[src/rtl/ibex_mem_arbiter.sv]
// ============================================================================
// Module   : ibex_mem_arbiter
// Brief    : Round-robin sharing of one ibex req/gnt memory port between hosts,
//            with in-order response routing through an ID FIFO.
// Revision : 1.0
// ============================================================================
`default_nettype none

module ibex_mem_arbiter #(
    parameter int NUM_HOSTS       = 2,
    parameter int ADDR_WIDTH      = 32,
    parameter int DATA_WIDTH      = 32,
    parameter int MAX_OUTSTANDING = 4
) (
    input  logic                                  clk_i,
    input  logic                                  rst_ni,
    input  logic [NUM_HOSTS-1:0]                  host_req_i,
    output logic [NUM_HOSTS-1:0]                  host_gnt_o,
    input  logic [NUM_HOSTS*ADDR_WIDTH-1:0]       host_addr_i,
    input  logic [NUM_HOSTS-1:0]                  host_we_i,
    input  logic [NUM_HOSTS*(DATA_WIDTH/8)-1:0]   host_be_i,
    input  logic [NUM_HOSTS*DATA_WIDTH-1:0]       host_wdata_i,
    output logic [NUM_HOSTS-1:0]                  host_rvalid_o,
    output logic [DATA_WIDTH-1:0]                 host_rdata_o,
    output logic [NUM_HOSTS-1:0]                  host_err_o,
    output logic                                  dev_req_o,
    input  logic                                  dev_gnt_i,
    output logic [ADDR_WIDTH-1:0]                 dev_addr_o,
    output logic                                  dev_we_o,
    output logic [DATA_WIDTH/8-1:0]               dev_be_o,
    output logic [DATA_WIDTH-1:0]                 dev_wdata_o,
    input  logic                                  dev_rvalid_i,
    input  logic [DATA_WIDTH-1:0]                 dev_rdata_i,
    input  logic                                  dev_err_i,
    output logic                                  resp_unexpected_o
);

    localparam int BE_WIDTH = DATA_WIDTH / 8;
    localparam int HW       = (NUM_HOSTS > 1) ? $clog2(NUM_HOSTS) : 1;
    localparam int PW       = (MAX_OUTSTANDING > 1) ? $clog2(MAX_OUTSTANDING) : 1;
    localparam int CW       = $clog2(MAX_OUTSTANDING + 1);

    logic [HW-1:0] r_rr_ptr;
    logic          r_lock;
    logic [HW-1:0] r_locked_id;
    logic [HW-1:0] r_ids [MAX_OUTSTANDING];
    logic [PW-1:0] r_wptr;
    logic [PW-1:0] r_rptr;
    logic [CW-1:0] r_count;
    logic          r_unexpected;

    logic [HW-1:0] w_sel;
    logic [HW-1:0] w_cand;
    logic          w_found;
    logic [HW-1:0] w_head;
    logic          w_full;
    logic          w_empty;
    logic          w_push;
    logic          w_pop;

    assign w_full  = (r_count == CW'(MAX_OUTSTANDING));
    assign w_empty = (r_count == '0);
    assign w_head  = r_ids[r_rptr];

    // A pending lock pins the address phase to the host that was refused.
    always_comb begin
        w_sel   = r_rr_ptr;
        w_cand  = r_rr_ptr;
        w_found = 1'b0;
        if (r_lock) begin
            w_sel = r_locked_id;
        end else begin
            for (int i = 0; i < NUM_HOSTS; i++) begin
                w_cand = HW'((int'(r_rr_ptr) + i) % NUM_HOSTS);
                if (!w_found && host_req_i[w_cand]) begin
                    w_sel   = w_cand;
                    w_found = 1'b1;
                end
            end
        end
    end

    assign dev_req_o = host_req_i[w_sel] & ~w_full;
    assign w_push    = dev_req_o & dev_gnt_i;
    assign w_pop     = dev_rvalid_i & ~w_empty;

    always_comb begin
        dev_addr_o  = '0;
        dev_we_o    = 1'b0;
        dev_be_o    = '0;
        dev_wdata_o = '0;
        for (int i = 0; i < NUM_HOSTS; i++) begin
            if (w_sel == HW'(i)) begin
                dev_addr_o  = host_addr_i[i*ADDR_WIDTH +: ADDR_WIDTH];
                dev_we_o    = host_we_i[i];
                dev_be_o    = host_be_i[i*BE_WIDTH +: BE_WIDTH];
                dev_wdata_o = host_wdata_i[i*DATA_WIDTH +: DATA_WIDTH];
            end
        end
    end

    always_comb begin
        host_gnt_o    = '0;
        host_rvalid_o = '0;
        host_err_o    = '0;
        for (int i = 0; i < NUM_HOSTS; i++) begin
            host_gnt_o[i]    = w_push && (w_sel == HW'(i));
            host_rvalid_o[i] = w_pop && (w_head == HW'(i));
            host_err_o[i]    = w_pop && (w_head == HW'(i)) && dev_err_i;
        end
    end

    assign host_rdata_o      = dev_rdata_i;
    assign resp_unexpected_o = r_unexpected;

    always_ff @(posedge clk_i) begin
        if (w_push) begin
            r_ids[r_wptr] <= w_sel;
        end
    end

    always_ff @(posedge clk_i or negedge rst_ni) begin
        if (!rst_ni) begin
            r_rr_ptr     <= '0;
            r_lock       <= 1'b0;
            r_locked_id  <= '0;
            r_wptr       <= '0;
            r_rptr       <= '0;
            r_count      <= '0;
            r_unexpected <= 1'b0;
        end else begin
            if (w_push) begin
                r_lock   <= 1'b0;
                r_rr_ptr <= (w_sel == HW'(NUM_HOSTS - 1)) ? '0 : w_sel + HW'(1);
                r_wptr   <= (r_wptr == PW'(MAX_OUTSTANDING - 1)) ? '0 : r_wptr + PW'(1);
            end else if (dev_req_o) begin
                r_lock      <= 1'b1;
                r_locked_id <= w_sel;
            end
            if (w_pop) begin
                r_rptr <= (r_rptr == PW'(MAX_OUTSTANDING - 1)) ? '0 : r_rptr + PW'(1);
            end
            if (w_push && !w_pop) begin
                r_count <= r_count + CW'(1);
            end else if (!w_push && w_pop) begin
                r_count <= r_count - CW'(1);
            end
            if (dev_rvalid_i && w_empty) begin
                r_unexpected <= 1'b1;
            end
        end
    end

endmodule

`default_nettype wire

[config.mk]
export PLATFORM = sky130hd
export DESIGN_NAME = ibex_mem_arbiter
export DESIGN_NICKNAME = d
export VERILOG_FILES = /design/src/rtl/ibex_mem_arbiter.sv
export SDC_FILE = /design/constraint.sdc
export NUM_CORES = 1
export LEC_CHECK = 0
export BUFFER_PORTS_ARGS = -buffer_cell sky130_fd_sc_hd__buf_2
export CORE_AREA = 2 2 112 114
export CTS_CLUSTER_DIAMETER = 100
export DETAILED_ROUTE_END_ITERATION = 8
export DIE_AREA = 0 0 114 116
export SKIP_CTS_REPAIR_TIMING = 1
export SYNTH_ARGS = -nofsm -noshare
export SYNTH_HDL_FRONTEND = slang
export SYNTH_SLANG_ARGS = --single-unit
[constraint.sdc]
create_clock -name clk_i -period 4.05 [get_ports clk_i]
set_clock_uncertainty 0.1 [all_clocks]
set_input_delay 0.81 -clock clk_i [delete_from_list [all_inputs] [get_ports clk_i]]
set_output_delay 0.81 -clock clk_i [all_outputs]
set_load 0.01 [all_outputs]
* Word level (Yosys, flattened, before mapping) *
Memory sizes are Yosys's and may differ from the RTL's.
Index checks and enable logic that the tools add are counted.

word-level totals
  register bits = 11
  RAM bits = 4
  input port bits = 177
  output and inout bits = 109
  word-level logic and storage cells = 68
  memories kept = 1

operators by class
  $add $sub $neg = 6
  order comparisons = 3
  equality and inequality tests = 3
  mux-type cells = 23
  bitwise logic cells = 8
  reduce and logical (&&, ||, !) cells = 17

memories
  name   depth  bits a word  rd ports  clocked after memory_dff  wr ports  line  source
  r_ids  4      1            1         0                         1         46    logic [HW-1:0] r_ids [MAX_OUTSTANDING];

operator list
  cell                                                                           number
  32-bit 2-to-1 mux                                                              2
  1-bit 2-to-1 mux                                                               16
  1-bit logical AND                                                              10
  1-bit by 2-bit less-than comparator with 1-bit output (second input constant)  3
  3-bit 2-to-1 mux                                                               2
  1-bit NOT                                                                      5
  2-bit by 1-bit adder with 2-bit output (second input constant)                 2
  2-bit equality test (second input constant)                                    2
  2-bit 2-to-1 mux                                                               2
  4-bit 2-to-1 mux                                                               1
  2-bit nonzero test                                                             2
  3-bit by 1-bit adder with 3-bit output (second input constant)                 1
  1-bit AND                                                                      3
  3-bit equality test (second input constant)                                    1
  1-bit zero test                                                                3
  3-bit zero test                                                                1
  3-bit by 1-bit subtractor with 3-bit output (second input constant)            1
  1-bit adder (second input constant)                                            2
  2-bit AND reduction                                                            1

* Longest topological paths before layout *
Gate-level depths: netlist of run 1.

  depth after elaboration = 16
  gate-level depth with buffers = 9
  depth with buffers taken out = 9

* Worst setup path before layout of run 1 *
Ideal clock, no wire load.

  path kind = input-to-output
  start = in host_req_i[0]
  end = out dev_addr_o[0]
  arrival = 1.729 ns
  required time = 3.140 ns
  path slack = 1.411 ns
  cell stages on the path = 6
  path buffers = 2
  path through = inv_2 -> o21bai_1 -> o21ai_1 -> buf_6 -> buf_6 -> mux2_4

on the way
  cells in the longest elaborated chain, start to end = 9
  elaborated cells on any way between the ends = 11
  those cells by class = mux: 9; reduce/logical: 2

ends and longest elaborated chain
  element                                               line  source
  start: declaration                                    17    input logic [NUM_HOSTS-1:0] host_req_i,
  1-bit 2-to-1 mux (implied by the code) (2 in series)  75    if (!w_found && host_req_i[w_cand]) begin
  1-bit 2-to-1 mux                                      75
  1-bit 2-to-1 mux                                      70    if (r_lock) begin
  1-bit zero test                                       75
  1-bit logical AND (*)                                 75
  1-bit 2-to-1 mux (*)                                  75
  1-bit 2-to-1 mux (*)                                  70
  32-bit 2-to-1 mux (*)                                 93    if (w_sel == HW'(i)) begin
  end: declaration                                      28    output logic [ADDR_WIDTH-1:0] dev_addr_o,

Mark *: on every way between the ends. The rest lies on a longest branch, timed or not. The select of a mux whose other input is x is not followed.

* Final worst setup path of run 1 *
  start = in host_req_i[0]
  end = out dev_be_o[3]

on the way
  cells in the longest elaborated chain, start to end = 9
  elaborated cells on any way between the ends = 11
  those cells by class = mux: 9; reduce/logical: 2

ends and longest elaborated chain
  element                                               line  source
  1-bit 2-to-1 mux (implied by the code) (2 in series)  75
  1-bit 2-to-1 mux                                      75
  1-bit 2-to-1 mux                                      70
  1-bit zero test                                       75
  1-bit logical AND (*)                                 75
  1-bit 2-to-1 mux (*)                                  75
  1-bit 2-to-1 mux (*)                                  70
  4-bit 2-to-1 mux (*)                                  93
  end: declaration                                      30    output logic [DATA_WIDTH/8-1:0] dev_be_o,

Marks and branches as above.

==> qor.yml, run 1 <==
status: "completed"
hold_ws_ns: 0.333
ys_seq_area_frac: 0.184
p_leak_nw: 1.81
ant_nets: 0
post-route-util: 0.270
syn_area_um2: 2150
drive_gt1_frac: 0.815
ir_drop_mv: 0.261
crit_family: "buffers and inverters"
cts-root-buf: "clkbuf_16"
grt_pass1_vias: 1854
port_buffers: 221
grt_usage: 0.0802
critPathKind: "in2out"
diodes: 0
overflow: 0
cts_max_level: 1
clk_pin_slew_ns: 0.05
hold_viol: 0
dieWidth_um: 114
startpoint_type: "input port"
dieHeight_um: 116
grt_max_degree: 43
die_area_um2: 13200
syn_area_per_cell_um2: 11.6
setup_tns_ns: 0
rsz0062_at_grt: "false"
syn2layout_area_growth_pct: 49.5
cellPowerDensity_nw_per_um2: 624
yosysUniqueCellTypes: 33
core.rowCount: 40
cts_sinks: 15
start_util: 0.181
fin_ws_ns: 0.781
worst-path-max-fanout: 42
cts_inserted_buffers: 3
netlist_instances: 186
ys_ff_latch: 15
viasPerCell: 3.97
path_cells: "buf_2 -> inv_2 -> o21bai_1 -> o21ai_4 -> buf_4 -> mux2_2 -> buf_2"
syn_nets: 370
crit_top_cell: "buf_2"
setup.worst_path.end_class: "output pin"
slew_violations: 0
io_pins: 286
path_buf_inv: 4
routabilityCongestion: 0.745
layout_min_cycle_time_ns: 3.27
critPathSlowestCell: "buf_4"
wl_per_cell_um: 12.0
cts_tree: "built"
dp_hpwl_mm: 5.44
yosysWarnings: 0
hp-class: "in2async"
slew_headroom: 0.575
worstMarginPinSlew_ns: 0.637
num-nets-final: 557
clkLatencyLatePin_ns: 0.24
fmax_mhz: 306
clock_path_buffers: 2
required_ns: 3.14
drv_cap: 0
antenna_found_initial: 0
grt_pass1_wl_mm: 8.60
route.vias.total: 2062
drc: 0
arrival_ns: 2.36
dp_slack_ns: 0.774
cpPeakStageDelay_ns: 0.52
core-area_um2: 11900
routed_wl_mm: 6.21
period_share: 0.807
setup_violations: 0
drtPass1Iterations: 4
drt_iter0_drc: 38
path summary, 6_finish.rpt:
check	start	endpoint	slack, ns	cells past startpoint
setup / recovery	host_req_i[0]	dev_be_o[3]	0.78	7
hold / removal	rst_ni	r_lock	0.33	1
setup reg to reg	r_locked_id	r_count[2]	1.59	9
hold reg to reg	resp_unexpected_o	resp_unexpected_o	0.35	1
max in group asynchronous	rst_ni	r_rptr[0]	3.31	1
min in group clk_i	resp_unexpected_o	resp_unexpected_o	0.35	1
cell families after synthesis:
kind of cell,share of synthesized area
XOR/XNOR,0.0122
buffers and inverters,0.160
AO/OA/AOI/OAI,0.0482
multiplexers,0.477
adder cells (fa/ha/maj),0.0441
flip-flops,0.184
AND/OR/NAND/NOR,0.0749
per-stage QoR:
stage / power [mW] / area, µm² / std cells
2_1_floorplan: 1.49 / 2150 / 186
4_1_cts: 2.04 / 3220 / 519
3_5_place_dp: 1.84 / 3140 / 515
6_report: 2.01 / 3220 / 519
5_1_grt: 2.17 / 3220 / 519
3_3_place_gp: 1.81 / 3140 / 515
placed cells by master, fill, tap and decap left out, types with 3 or more instances in the layout:
| master | synthesis | final |
|---|---|---|
| and2_1 | 4 | 4 |
| clkbuf_16 | 0 | 3 |
| inv_1 | 3 | 3 |
| mux2_4 | 55 | 55 |
| edfxtp_1 | 4 | 4 |
| dfrtp_1 | 11 | 11 |
| buf_2 | 2 | 221 |
| ha_1 | 6 | 6 |
| nor2_1 | 7 | 7 |
| nor2b_1 | 4 | 4 |
| mux2_2 | 16 | 16 |
| nand2_1 | 7 | 7 |
| a21o_1 | 3 | 3 |
cells in the mapped netlist:
cell type / number / area share
buf_2: 2 / 0.0046
fa_1: 1 / 0.0093
buf_4: 32 / 0.11
dfrtp_1: 11 / 0.13
a21boi_0: 1 / 0.0035
nand2_1: 7 / 0.012
xnor2_1: 1 / 0.0041
mux2_2: 16 / 0.084
mux4_2: 1 / 0.010
mux2_4: 55 / 0.38
nor3b_2: 2 / 0.012
nor2b_1: 4 / 0.012
o21ai_1: 1 / 0.0023
and2_1: 4 / 0.012
nor3_1: 2 / 0.0046
o2bb2ai_1: 2 / 0.0081
xor2_1: 2 / 0.0081
inv_2: 1 / 0.0017
edfxtp_1: 4 / 0.056
nor2_1: 7 / 0.012
a21oi_1: 2 / 0.0046
a21o_1: 3 / 0.010
nand2b_1: 1 / 0.0029
and4b_1: 1 / 0.0046
a22o_1: 1 / 0.0041
buf_6: 7 / 0.037
o21ai_0: 1 / 0.0023
inv_1: 3 / 0.0052
o31ai_1: 1 / 0.0035
ha_1: 6 / 0.035
o22ai_1: 2 / 0.0058
nor3b_1: 1 / 0.0035
o21bai_1: 1 / 0.0035
report_power, final:
group	total [mW]	internal [mW]	switching (mW)
combinational	1.54	0.848	0.688
sequential	0.286	0.227	0.0585
clock	0.189	0.132	0.0579
total	2.01	1.21	0.805
area by class of cell:
cell class	instances	area [µm²]
well taps	147	184
inverters	4	15.0
flip-flops and latches	15	395
fillers	1253	8690
clock inverters	1	5.00
clock buffers	3	75.1
multi-input cells	126	1430
repair buffers	223	1120
worst reg2reg max path: stages, from the launching register on:
cell and delay [ns]:
dfrtp_1 0.43, a21boi_0 0.20, o2bb2ai_1 0.18, nor3b_2 0.39, ha_1 0.26, inv_1 0.06
fa_1 0.37, xor2_1 0.15, nor2_1 0.11, xor2_1 0.14
sequential cells by signal, indices dropped and copies added (netlist names):
signal             count
r_ids                  4
r_count                3
r_rptr                 2
r_wptr                 2
r_lock                 1
r_locked_id            1
r_rr_ptr               1
resp_unexpected_o      1
layer usage:
| layer | GRT usage | wire length, µm | vias up |
|---|---|---|---|
| met4 | 0.0203 | 46 | 0 |
| met1 | 0.104 | 2560 | 911 |
| met2 | 0.131 | 2980 | 147 |
| li1 | - | - | 998 |
| met3 | 0.0235 | 617 | 6 |
| met5 | 0 | 0 | - |
Power figures use the tool's default switching activity.
==> inputs of run 2 (changes only) <==
--- a/config.mk
+++ b/config.mk
@@ -6,10 +6,10 @@
 export NUM_CORES = 1
 export LEC_CHECK = 0
 export BUFFER_PORTS_ARGS = -buffer_cell sky130_fd_sc_hd__buf_2
-export CORE_AREA = 2 2 112 114
+export CORE_AREA = 2 2 111 113
 export CTS_CLUSTER_DIAMETER = 100
 export DETAILED_ROUTE_END_ITERATION = 8
-export DIE_AREA = 0 0 114 116
+export DIE_AREA = 0 0 113 115
 export SKIP_CTS_REPAIR_TIMING = 1
 export SYNTH_ARGS = -nofsm -noshare
 export SYNTH_HDL_FRONTEND = slang
==> constraint.sdc (replaced) <==
create_clock -name clk_i -period 3.3 [get_ports clk_i]
set_clock_uncertainty 0.1 [all_clocks]
set_input_delay 0.66 -clock clk_i [delete_from_list [all_inputs] [get_ports clk_i]]
set_output_delay 0.66 -clock clk_i [all_outputs]
set_load 0.01 [all_outputs]
==> qor.yml, run 2 (synthesized netlist as in run 1, its figures left out) <==
routabilityCongestion: 0.702
grt_pass1_vias: 1858
grt_max_degree: 24
instances_no_fill: 526
drt_iter0_drc: 104
setup_violations: 0
final_cell_mix: "buf_2, mux2_4, mux2_2"
drtPass1Iterations: 9
setup_tns_ns: 0
clock_path_buffers: 2
num-nets-final: 564
core.rowCount: 40
slew_headroom: 0.681
grt_pass1_wl_mm: 9.63
slew_violations: 0
period_share: 0.888
diodes: 0
antenna_found_initial: 0
drv_cap: 0
start_util: 0.182
violations: "design-rule violations"
port_buffers: 221
p_leak_nw: 1.85
cellPowerDensity_nw_per_um2: 795
ir_drop_mv: 0.325
status: "finished, violations left"
r2r-start: "r_lock"
route.vias.total: 2128
clk_pin_slew_ns: 0.05
core-area_um2: 11800
fill_cells: 1267
layout_min_cycle_time_ns: 2.93
largestRegisters: "r_ids: 4 flops, r_count: 3 flops"
required_ns: 2.54
setup.worst_path.start: "host_req_i[0]"
largest_reg_flops: 4
startpoint_type: "input port"
cts-root-buf: "clkbuf_16"
rsz0062_at_grt: "false"
worst-path-max-fanout: 23
drc: 18
ant_nets: 0
hp-class: "in2async"
drive_gt1_frac: 0.815
critPathKind: "in2out"
clkLatencyLatePin_ns: 0.24
ff2ff_path_depth: 9
post-place-cells: 522
dp_hpwl_mm: 6.40
cts_max_level: 1
fin_ws_ns: 0.369
die_area_um2: 13000
dieWidth_um: 113
cts_sinks: 15
io_pins: 286
grt_usage: 0.0919
wl_per_cell_um: 13.5
worstMarginPinSlew_ns: 0.477
total_power_mw: 2.62
syn2layout_area_growth_pct: 53.1
arrival_ns: 2.17
cts_tree: "built"
cts_inserted_buffers: 3
setup.worst_path.end_class: "output pin"
hold_viol: 0
dp_slack_ns: 0.337
overflow: 0
viasPerCell: 4.05
largest_register: "r_ids"
layout_commonest_cell: "buf_2"
routed_wl_mm: 7.12
fmax_mhz: 341
dieHeight_um: 115
[run 2: changes by cell type in the layout (fill, tap and decap cells not counted), sizes merged]
cell and change:
buf +7, clkbuf +1, clkinv -1
[run 2: final cells by class]
| class | instances | area [µm²] | share of cell area |
|---|---|---|---|
| Multi-Input combinational cell | 126 | 1430 | 0.432 |
| Timing Repair Buffer | 230 | 1200 | 0.363 |
| Sequential cell | 15 | 395 | 0.120 |
| Tap cell | 147 | 184 | 0.0558 |
| Clock buffer | 4 | 78.8 | 0.0239 |
| Inverter | 4 | 15.0 | 0.00455 |
[run 2: worst paths after layout]
check	to	slack, ns
worst max-delay path	dev_we_o	0.37
worst min-delay path	r_wptr[1]	0.18
worst max register to register	r_count[2]	0.86
worst min register to register	resp_unexpected_o	0.35
max in group asynchronous	r_rptr[1]	2.72
min in group clk_i	resp_unexpected_o	0.35
[run 2: critical path, cell delays in order]
cell and delay, ns:
buf_2 0.14, inv_2 0.06, o21bai_1 0.09, o21ai_4 0.43, buf_12 0.27, mux2_2 0.36
buf_2 0.14
[run 2: power breakdown]
part	total [mW]	switching [mW]	internal (mW)
Combinational	2.04	0.895	1.14
Clock	0.230	0.0669	0.163
Sequential	0.352	0.0730	0.279
Total	2.62	1.04	1.59
[run 2: layer usage]
layer	up-vias	wire, µm	global-route usage	share of wire
met5	-	0	0	0
met4	0	33	0.0146	0.0046
met3	4	910	0.0337	0.13
met2	153	3260	0.147	0.46
met1	960	2920	0.121	0.41
li1	1011	-	-	-
[run 2: through the flow]
stage / hold slack [ns] / utilization / cell area [µm²]
after floorplan: 0.264 / - / 2150
after CTS: 0.185 / 0.279 / 3300
after detailed placement: 0.340 / 0.273 / 3220
after global routing: 0.193 / 0.279 / 3300
after global placement: 0.333 / 0.273 / 3220
final: 0.180 / 0.279 / 3300
==> inputs of run 3 (changes only) <==
--- a/config.mk
+++ b/config.mk
@@ -10,6 +10,7 @@
 export CTS_CLUSTER_DIAMETER = 100
 export DETAILED_ROUTE_END_ITERATION = 8
 export DIE_AREA = 0 0 113 115
+export REMOVE_ABC_BUFFERS = 1
 export SKIP_CTS_REPAIR_TIMING = 1
 export SYNTH_ARGS = -nofsm -noshare
 export SYNTH_HDL_FRONTEND = slang
==> qor.yml, run 3 (synthesized netlist as in run 1, its figures left out) <==
status: "finished, violations left"
violations: "design-rule violations"
cts_tree: "built"
core-area_um2: 11800
met2_length_mm: 3.79
drt_iter0_drc: 83
overflow: 0
worst-path-max-fanout: 42
cts_inserted_buffers: 3
critPathKind: "in2out"
hold_viol: 0
port_buffers: 221
syn2layout_area_growth_pct: 50.7
cts_sinks: 15
ant_nets: 0
grt_max_degree: 43
dieHeight_um: 115
p_leak_nw: 1.82
start_util: 0.182
clk_pin_slew_ns: 0.05
dp_hpwl_mm: 6.87
cts-root-buf: "clkbuf_16"
io_pins: 286
largest_register: "r_ids"
post-place-cells: 515
drive_gt1_frac: 0.815
slew_violations: 0
largest_reg_flops: 4
post-route-util: 0.275
top_layer: "met5"
layout_commonest_cell: "buf_2"
dieWidth_um: 113
stdcell_area_um2: 3250
worstMarginPinSlew_ns: 0.408
cpPeakStageDelay_ns: 0.37
critPathSlowestCell: "mux2_2"
hp-class: "in2async"
clock_path_buffers: 2
largestRegisters: "r_ids: 4 flops, r_count: 3 flops"
ir_drop_mv: 0.297
required_ns: 2.54
crit_family: "buffers and inverters"
viasPerCell: 4.08
fmax_mhz: 362
arrival_ns: 2.00
clkLatencyLatePin_ns: 0.25
layout_min_cycle_time_ns: 2.76
crit_top_cell: "buf_2"
routed_wl_mm: 8.03
drtPass1Iterations: 6
wl_per_cell_um: 15.5
grt_pass1_wl_mm: 11.0
setup.worst_path.end_class: "output pin"
period_share: 0.836
hold_ws_ns: 0.186
cellPowerDensity_nw_per_um2: 788
drv_cap: 0
grt_pass1_vias: 2029
setup_violations: 0
slew_headroom: 0.727
place_area_um2: 3170
path_buf_inv: 4
cts_max_level: 1
num-nets-final: 557
startpoint_type: "input port"
grt_usage: 0.107
drc: 7
wl_met3_um: 992
routabilityCongestion: 0.762
instances_no_fill: 519
diodes: 0
core.rowCount: 40
fill_cells: 1253
path_cells: "buf_2 -> inv_2 -> o21bai_1 -> o21ai_4 -> buf_12 -> mux2_2 -> buf_2"
antenna_found_initial: 0
total_power_mw: 2.56
die_area_um2: 13000
drt-met1-wl_mm: 3.19
route.vias.total: 2118
rsz0062_at_grt: "false"
final_cell_mix: "buf_2, mux2_4, mux2_2"
==> run 3: area by class of cell <==
cell class | instances | area, µm² | share of cell area
multi-input combinational | 126 | 1430 | 0.439
inverter | 4 | 15.0 | 0.00462
clock inverter | 1 | 5.00 | 0.00154
clock buffer | 3 | 75.1 | 0.0231
timing repair buffer | 223 | 1150 | 0.353
tap | 147 | 184 | 0.0566
sequential | 15 | 395 | 0.122
==> run 3: path summary, 6_finish.rpt <==
path,start,to,slack [ns],depth (start not counted)
hold / removal,rst_ni,resp_unexpected_o,0.19,1
max in group asynchronous,rst_ni,r_wptr[1],2.69,1
setup reg to reg,r_locked_id,r_count[2],0.90,9
min in group clk_i,resp_unexpected_o,resp_unexpected_o,0.36,1
setup / recovery,host_req_i[0],dev_addr_o[14],0.54,7
hold reg to reg,resp_unexpected_o,resp_unexpected_o,0.36,1
==> run 3: worst reg2reg max path, cell delays in order (launching register included) <==
cell       delay [ns]
dfrtp_1          0.43
a21boi_0         0.19
o2bb2ai_1        0.16
nor3b_2          0.37
ha_1             0.25
inv_1            0.06
fa_1             0.37
xor2_1           0.15
nor2_1           0.11
xor2_1           0.15
==> run 3: metrics by stage <==
| step | setup slack, ns | TNS (ns) |
|---|---|---|
| 6_report | 0.540 | 0 |
| 5_1_grt | 0.467 | 0 |
| 4_1_cts | 0.534 | 0 |
| 2_1_floorplan | -3.73 | -276.91 |
| 3_5_place_dp | 0.527 | 0 |
| 3_3_place_gp | 0.562 | 0 |
==> run 3: where the power goes <==
| group | internal, mW | switching, mW | leakage [nW] |
|---|---|---|---|
| sequential | 0.279 | 0.0752 | 0.161 |
| clock | 0.162 | 0.0794 | 0.0409 |
| combinational | 1.08 | 0.884 | 1.62 |
| total | 1.52 | 1.04 | 1.82 |
==> run 3: routing by layer <==
metal  global-route usage  up-vias
met5               0.0370        -
met4               0.0187        2
met3               0.0559        4
met2                0.162      147
met1                0.134      970
li1                     -      995
